[src/rtl/dmem_arbiter_if.sv]
// Bus bundle between the two dmem requesters, the arbiter and the data memory.
// The arbiter connects via the slave modport; the requester/memory side via master.
interface dmem_arbiter_if;
    logic        p0_req;
    logic        p1_req;
    logic        p0_we;
    logic        p1_we;
    logic [31:0] p0_addr;
    logic [31:0] p1_addr;
    logic [31:0] p0_wdata;
    logic [31:0] p1_wdata;
    logic [2:0]  p0_size;
    logic [2:0]  p1_size;
    logic        p0_gnt;
    logic        p1_gnt;
    logic        p0_rvalid;
    logic        p1_rvalid;
    logic [31:0] p0_rdata;
    logic [31:0] p1_rdata;
    logic        p0_err;
    logic        p1_err;
    logic        m_we;
    logic [31:0] m_a;
    logic [31:0] m_wd;
    logic [2:0]  m_DextControl;
    logic [31:0] m_rd;

    modport slave (
        input  p0_req, p1_req, p0_we, p1_we, p0_addr, p1_addr,
        input  p0_wdata, p1_wdata, p0_size, p1_size, m_rd,
        output p0_gnt, p1_gnt, p0_rvalid, p1_rvalid, p0_rdata, p1_rdata,
        output p0_err, p1_err, m_we, m_a, m_wd, m_DextControl
    );

    modport master (
        output p0_req, p1_req, p0_we, p1_we, p0_addr, p1_addr,
        output p0_wdata, p1_wdata, p0_size, p1_size, m_rd,
        input  p0_gnt, p1_gnt, p0_rvalid, p1_rvalid, p0_rdata, p1_rdata,
        input  p0_err, p1_err, m_we, m_a, m_wd, m_DextControl
    );
endinterface

[src/rtl/dmem_arbiter.sv]
// Two-port single-cycle scheduler in front of the data memory: port 0 has priority,
// port 1 is forced through after MAX_WAIT refusals. Misaligned accesses complete but never write.
module dmem_arbiter #(
    parameter int unsigned MAX_WAIT = 4
) (
    input logic           clk,
    input logic           reset_n,
    dmem_arbiter_if.slave bus
);

    localparam logic [3:0] MaxWait = 4'(MAX_WAIT);

    logic [3:0]  wait_cnt_q, wait_cnt_d;
    logic        p0_gnt, p1_gnt, any_gnt;
    logic        sel_we, err;
    logic [31:0] sel_addr, sel_wdata, resp_data;
    logic [2:0]  sel_size;

    logic        p0_rvalid_q, p1_rvalid_q;
    logic        p0_err_q, p1_err_q;
    logic [31:0] p0_rdata_q, p1_rdata_q;

    always_comb begin
        p1_gnt = reset_n && bus.p1_req && (!bus.p0_req || (wait_cnt_q == MaxWait));
        p0_gnt = reset_n && bus.p0_req && !p1_gnt;
        any_gnt = p0_gnt || p1_gnt;
    end

    // Request fields of the winning port; all zero when nothing is granted.
    always_comb begin
        sel_we    = 1'b0;
        sel_addr  = '0;
        sel_wdata = '0;
        sel_size  = '0;
        if (p0_gnt) begin
            sel_we    = bus.p0_we;
            sel_addr  = bus.p0_addr;
            sel_wdata = bus.p0_wdata;
            sel_size  = bus.p0_size;
        end else if (p1_gnt) begin
            sel_we    = bus.p1_we;
            sel_addr  = bus.p1_addr;
            sel_wdata = bus.p1_wdata;
            sel_size  = bus.p1_size;
        end
    end

    always_comb begin
        case (sel_size)
            3'b000:  err = 1'b0;
            3'b001:  err = (sel_addr[1:0] == 2'b11);
            default: err = (sel_addr[1:0] != 2'b00);
        endcase
    end

    always_comb begin
        resp_data = (!sel_we && !err) ? bus.m_rd : '0;
    end

    always_comb begin
        wait_cnt_d = wait_cnt_q;
        if (!bus.p1_req || p1_gnt) begin
            wait_cnt_d = '0;
        end else if (wait_cnt_q != MaxWait) begin
            wait_cnt_d = wait_cnt_q + 4'd1;
        end
    end

    always_ff @(posedge clk or negedge reset_n) begin
        if (!reset_n) begin
            wait_cnt_q  <= '0;
            p0_rvalid_q <= 1'b0;
            p1_rvalid_q <= 1'b0;
            p0_err_q    <= 1'b0;
            p1_err_q    <= 1'b0;
            p0_rdata_q  <= '0;
            p1_rdata_q  <= '0;
        end else begin
            wait_cnt_q  <= wait_cnt_d;
            p0_rvalid_q <= p0_gnt;
            p1_rvalid_q <= p1_gnt;
            p0_err_q    <= p0_gnt && err;
            p1_err_q    <= p1_gnt && err;
            if (p0_gnt) begin
                p0_rdata_q <= resp_data;
            end
            if (p1_gnt) begin
                p1_rdata_q <= resp_data;
            end
        end
    end

    assign bus.p0_gnt        = p0_gnt;
    assign bus.p1_gnt        = p1_gnt;
    assign bus.m_we          = any_gnt && sel_we && !err;
    assign bus.m_a           = sel_addr;
    assign bus.m_wd          = sel_wdata;
    assign bus.m_DextControl = sel_size;
    assign bus.p0_rvalid     = p0_rvalid_q;
    assign bus.p1_rvalid     = p1_rvalid_q;
    assign bus.p0_err        = p0_err_q;
    assign bus.p1_err        = p1_err_q;
    assign bus.p0_rdata      = p0_rdata_q;
    assign bus.p1_rdata      = p1_rdata_q;

endmodule

[src/flat_wrapper.sv]
// flat-port wrapper written by rule: the top's interface ports become plain ports
module dmem_arbiter_flat 
#(
    parameter int unsigned MAX_WAIT = 4
)
  (clk, reset_n, bus_p0_req, bus_p1_req, bus_p0_we, bus_p1_we, bus_p0_addr, bus_p1_addr, bus_p0_wdata, bus_p1_wdata, bus_p0_size, bus_p1_size, bus_m_rd, bus_p0_gnt, bus_p1_gnt, bus_p0_rvalid, bus_p1_rvalid, bus_p0_rdata, bus_p1_rdata, bus_p0_err, bus_p1_err, bus_m_we, bus_m_a, bus_m_wd, bus_m_DextControl);
  dmem_arbiter_if bus_i ();
  input logic clk;
  input logic reset_n;
  input wire logic [$bits(bus_i.p0_req)-1:0] bus_p0_req;
  input wire logic [$bits(bus_i.p1_req)-1:0] bus_p1_req;
  input wire logic [$bits(bus_i.p0_we)-1:0] bus_p0_we;
  input wire logic [$bits(bus_i.p1_we)-1:0] bus_p1_we;
  input wire logic [$bits(bus_i.p0_addr)-1:0] bus_p0_addr;
  input wire logic [$bits(bus_i.p1_addr)-1:0] bus_p1_addr;
  input wire logic [$bits(bus_i.p0_wdata)-1:0] bus_p0_wdata;
  input wire logic [$bits(bus_i.p1_wdata)-1:0] bus_p1_wdata;
  input wire logic [$bits(bus_i.p0_size)-1:0] bus_p0_size;
  input wire logic [$bits(bus_i.p1_size)-1:0] bus_p1_size;
  input wire logic [$bits(bus_i.m_rd)-1:0] bus_m_rd;
  output wire logic [$bits(bus_i.p0_gnt)-1:0] bus_p0_gnt;
  output wire logic [$bits(bus_i.p1_gnt)-1:0] bus_p1_gnt;
  output wire logic [$bits(bus_i.p0_rvalid)-1:0] bus_p0_rvalid;
  output wire logic [$bits(bus_i.p1_rvalid)-1:0] bus_p1_rvalid;
  output wire logic [$bits(bus_i.p0_rdata)-1:0] bus_p0_rdata;
  output wire logic [$bits(bus_i.p1_rdata)-1:0] bus_p1_rdata;
  output wire logic [$bits(bus_i.p0_err)-1:0] bus_p0_err;
  output wire logic [$bits(bus_i.p1_err)-1:0] bus_p1_err;
  output wire logic [$bits(bus_i.m_we)-1:0] bus_m_we;
  output wire logic [$bits(bus_i.m_a)-1:0] bus_m_a;
  output wire logic [$bits(bus_i.m_wd)-1:0] bus_m_wd;
  output wire logic [$bits(bus_i.m_DextControl)-1:0] bus_m_DextControl;
  assign bus_i.p0_req = bus_p0_req;
  assign bus_i.p1_req = bus_p1_req;
  assign bus_i.p0_we = bus_p0_we;
  assign bus_i.p1_we = bus_p1_we;
  assign bus_i.p0_addr = bus_p0_addr;
  assign bus_i.p1_addr = bus_p1_addr;
  assign bus_i.p0_wdata = bus_p0_wdata;
  assign bus_i.p1_wdata = bus_p1_wdata;
  assign bus_i.p0_size = bus_p0_size;
  assign bus_i.p1_size = bus_p1_size;
  assign bus_i.m_rd = bus_m_rd;
  assign bus_p0_gnt = bus_i.p0_gnt;
  assign bus_p1_gnt = bus_i.p1_gnt;
  assign bus_p0_rvalid = bus_i.p0_rvalid;
  assign bus_p1_rvalid = bus_i.p1_rvalid;
  assign bus_p0_rdata = bus_i.p0_rdata;
  assign bus_p1_rdata = bus_i.p1_rdata;
  assign bus_p0_err = bus_i.p0_err;
  assign bus_p1_err = bus_i.p1_err;
  assign bus_m_we = bus_i.m_we;
  assign bus_m_a = bus_i.m_a;
  assign bus_m_wd = bus_i.m_wd;
  assign bus_m_DextControl = bus_i.m_DextControl;
  dmem_arbiter #(.MAX_WAIT(MAX_WAIT)) u_core (.clk(clk), .reset_n(reset_n), .bus(bus_i));
endmodule
[config.mk]
export PLATFORM = sky130hd
export DESIGN_NAME = dmem_arbiter_flat
export DESIGN_NICKNAME = d
export VERILOG_FILES = /design/src/rtl/dmem_arbiter_if.sv /design/src/rtl/dmem_arbiter.sv /design/src/flat_wrapper.sv
export SDC_FILE = /design/constraint.sdc
export NUM_CORES = 1
export LEC_CHECK = 0
export CAP_MARGIN = 20
export CORE_AREA = 5 5 118 120
export DETAILED_ROUTE_END_ITERATION = 8
export DIE_AREA = 0 0 123 125
export GPL_ROUTABILITY_DRIVEN = 0
export PLACE_DENSITY_LB_ADDON = 0.08
export RECOVER_POWER = 25
export SLEW_MARGIN = 30
export SYNTH_ARGS = -nofsm -noshare
export SYNTH_HDL_FRONTEND = slang
export SYNTH_SLANG_ARGS = --single-unit
[constraint.sdc]
create_clock -name clk -period 6.7 [get_ports clk]
set_input_delay 1.005 -clock clk [delete_from_list [all_inputs] [get_ports clk]]
set_output_delay 1.005 -clock clk [all_outputs]
set_load 0.03 [all_outputs]
==> results.tsv <==
metric	value	unit
total setup buffers inserted after CTS	0	
setup TNS	0	ns
total clock buffers created by CTS	9	
Post-synth ARST share	100	%
via/cell ratio	5.37	
minimum clock period	4.99	ns
Mapped Nets	602	
largest cells by area after synthesis	dfrtp_1 46%, a22o_1 14%, nand2_1 10%, o41ai_1 7.1%, o31ai_1 6.1%	
DR pass1 iterations	5	
Core Area	12900	µm²
top_reg_cell synth	dfrtp_1	
DRT iter0 DRCs	529	
Post-DRT Antenna Nets	0	
Syn Std Cell Area	3940	µm²
worst hold path type	reg -> reg	
worst-path cell chain	clkdlybuf4s50_1 -> nand2_1 -> a21o_1 -> clkinv_2 -> buf_4 -> a22o_1 -> clkdlybuf4s50_1	
Worst-Skew Late Latency	0.33	ns
vias in the first global route	4876	
CTS sink cnt	72	
crit path buf inv count	4	
Crit-path slowest cell	clkdlybuf4s50_1	
final hold vios	0	
MaxCap Viol Count	0	
critical path endpoint category	output port	
largest net degree at the start of global routing	79	
TritonCTS clock tree	done	
Crit Path Max Fanout	48	
top-area cell type share of the netlist area	45.7	%
Layout Nets	880	
Worst Path Required	5.69	ns
EDFF count, synth	0	
RSZ-0062 raised after global routing	no	
period utilization	74.4	%
total power	1.81	mW
die width	123	µm
aggregate global-route resource usage	23.1	%
cell chosen for the clock root	clkbuf_16	
first-pass GRT wire length	27600	µm
Routed WL	18600	µm
Place WS	1.50	ns
drt wl/cell	20.9	µm
ANT cells	0	
crit-path most repeated cell	clkdlybuf4s50_1	
commonest non-fill, non-tap cell in the layout	clkdlybuf4s50_1	
clk buf depth	2	
share of layout cells above drive strength 1	4.22	%
fillers	1117	
Worst setup SP type	input port	
CTS H-Tree Depth	3	
synthesis-to-layout area growth	90.5	%
Final Util	58.3	%
dpl hpwl	13600	µm
final clock skew	0.00747	ns
post-CTS sizing	0	
Syn Area/Cell	9.21	µm²
clk slew on worst S/H paths	0.05	ns
cell family with most CP delay	buffers and inverters	
I/O pin count	310	
Ys Warns	0	
WS Path Type	in -> out	
min setup slack post-route	1.71	ns
WHS	0.469	ns
die height	125	µm
DR vias	4765	
register area share after synthesis	45.7	%
commonest cells after routing, fill and taps aside	308 x clkdlybuf4s50_1, 105 x nand2_1, 72 x dfrtp_1	
Cells after Synth	428	
Reg area	1800	µm²
Worst Path Arrival	3.98	ns
GRT overflow	0	
Peak supply drop	131	µV
Yosys cell types	29	
initial core utilization	30.6	%
PortBufs	309	
Lkg Pwr	2.98	nW
Site Rows	42	
Power Density	241	nW/µm²
final setup fails	0	
area leader, netlist	dfrtp_1	
pins over their slew limit	0	
Seq cells post-synth	72	
Max transition margin	33.5	%
FMAX	201	MHz
CTS Hold Buffers Added	0	
status	complete, no violations	
detailed-route DRC error count	0	
Die Area	15400	µm²
Worst-Margin Slew	0.997	ns
area of the multi-input gates	1950	µm²
initial antenna violation count	0	
Critical Path Max Stage Delay	0.71	ns
[kinds of logic after synthesis]
logic type,after synthesis,share of synthesized area (%)
xor gates and xnor gates,2,0.445
adders and majority gates,2,0.635
buffers and inverters,57,5.62
AOI/OAI and AO/OA,143,30.4
and+or+nand+nor,152,17.2
DFF,72,45.7
[registers in the layout (all words and copies together), names as in the netlist]
name / count
u_core.wait_cnt_q: 4
u_core.bus.p1_err: 1
u_core.bus.p0_rdata: 32
u_core.bus.p1_rdata: 32
u_core.bus.p1_rvalid: 1
u_core.bus.p0_rvalid: 1
u_core.bus.p0_err: 1
[report_power, final]
part | total [mW] | switching, mW | internal, mW
Combinational | 0.704 | 0.386 | 0.318
Sequential | 0.551 | 0.0446 | 0.506
Clock | 0.554 | 0.187 | 0.366
Total | 1.81 | 0.618 | 1.19
[metal layers]
metal	up-vias	track usage (%)	wire (µm)
met5	-	0	0
met4	0	6.25	369
met3	26	6.78	1580
met2	232	39.5	9300
met1	2313	28.3	7300
li1	2194	-	-
[cells in the mapped netlist (all sizes together) (2+ instances only)]
library cell  number
xnor2              2
nand2            105
dfrtp             72
nand4             32
a22o              64
clkbuf            42
o41ai             32
nor2               4
o31ai             32
ha                 2
inv                5
a211o              2
o21a               2
o2111ai            4
a21oi              3
buf               10
nand3              5
[tightest hold or removal path, stage by stage, from the launching register on]
cell	delay, ns
dfrtp_1	0.34
nand2_1	0.05
o41ai_1	0.05
[worst paths after layout]
check	start	endpoint	slack [ns]	cells after the start
worst max-delay path	bus_p1_req	bus_m_wd[16]	1.71	7
worst min-delay path	u_core.bus.p0_rdata[20]	u_core.bus.p0_rdata[20]	0.47	2
worst max register to register	u_core.wait_cnt_q[0]	u_core.bus.p0_rdata[16]	3.87	7
worst min register to register	u_core.bus.p0_rdata[20]	u_core.bus.p0_rdata[20]	0.47	2
max in group asynchronous	reset_n	u_core.bus.p0_rdata[21]	5.10	2
min in group asynchronous	reset_n	u_core.bus.p0_err	0.54	1
[through the flow]
stage / cell area (µm²) / std cells
after detailed placement: 7160 / 871
after floorplan: 3940 / 428
after global placement: 7160 / 871
after global routing: 7510 / 887
after CTS: 7510 / 887
final: 7510 / 887
[area by class of cell]
class,instances,area share [%]
clock inverter,6,1.55
timing repair buffer,319,42.2
clock buffer,10,3.05
sequential,72,24.0
tap,176,2.93
inverter,5,0.300
multi-input combinational,299,26.0
Note: power is estimated with default switching activity, not from simulation.
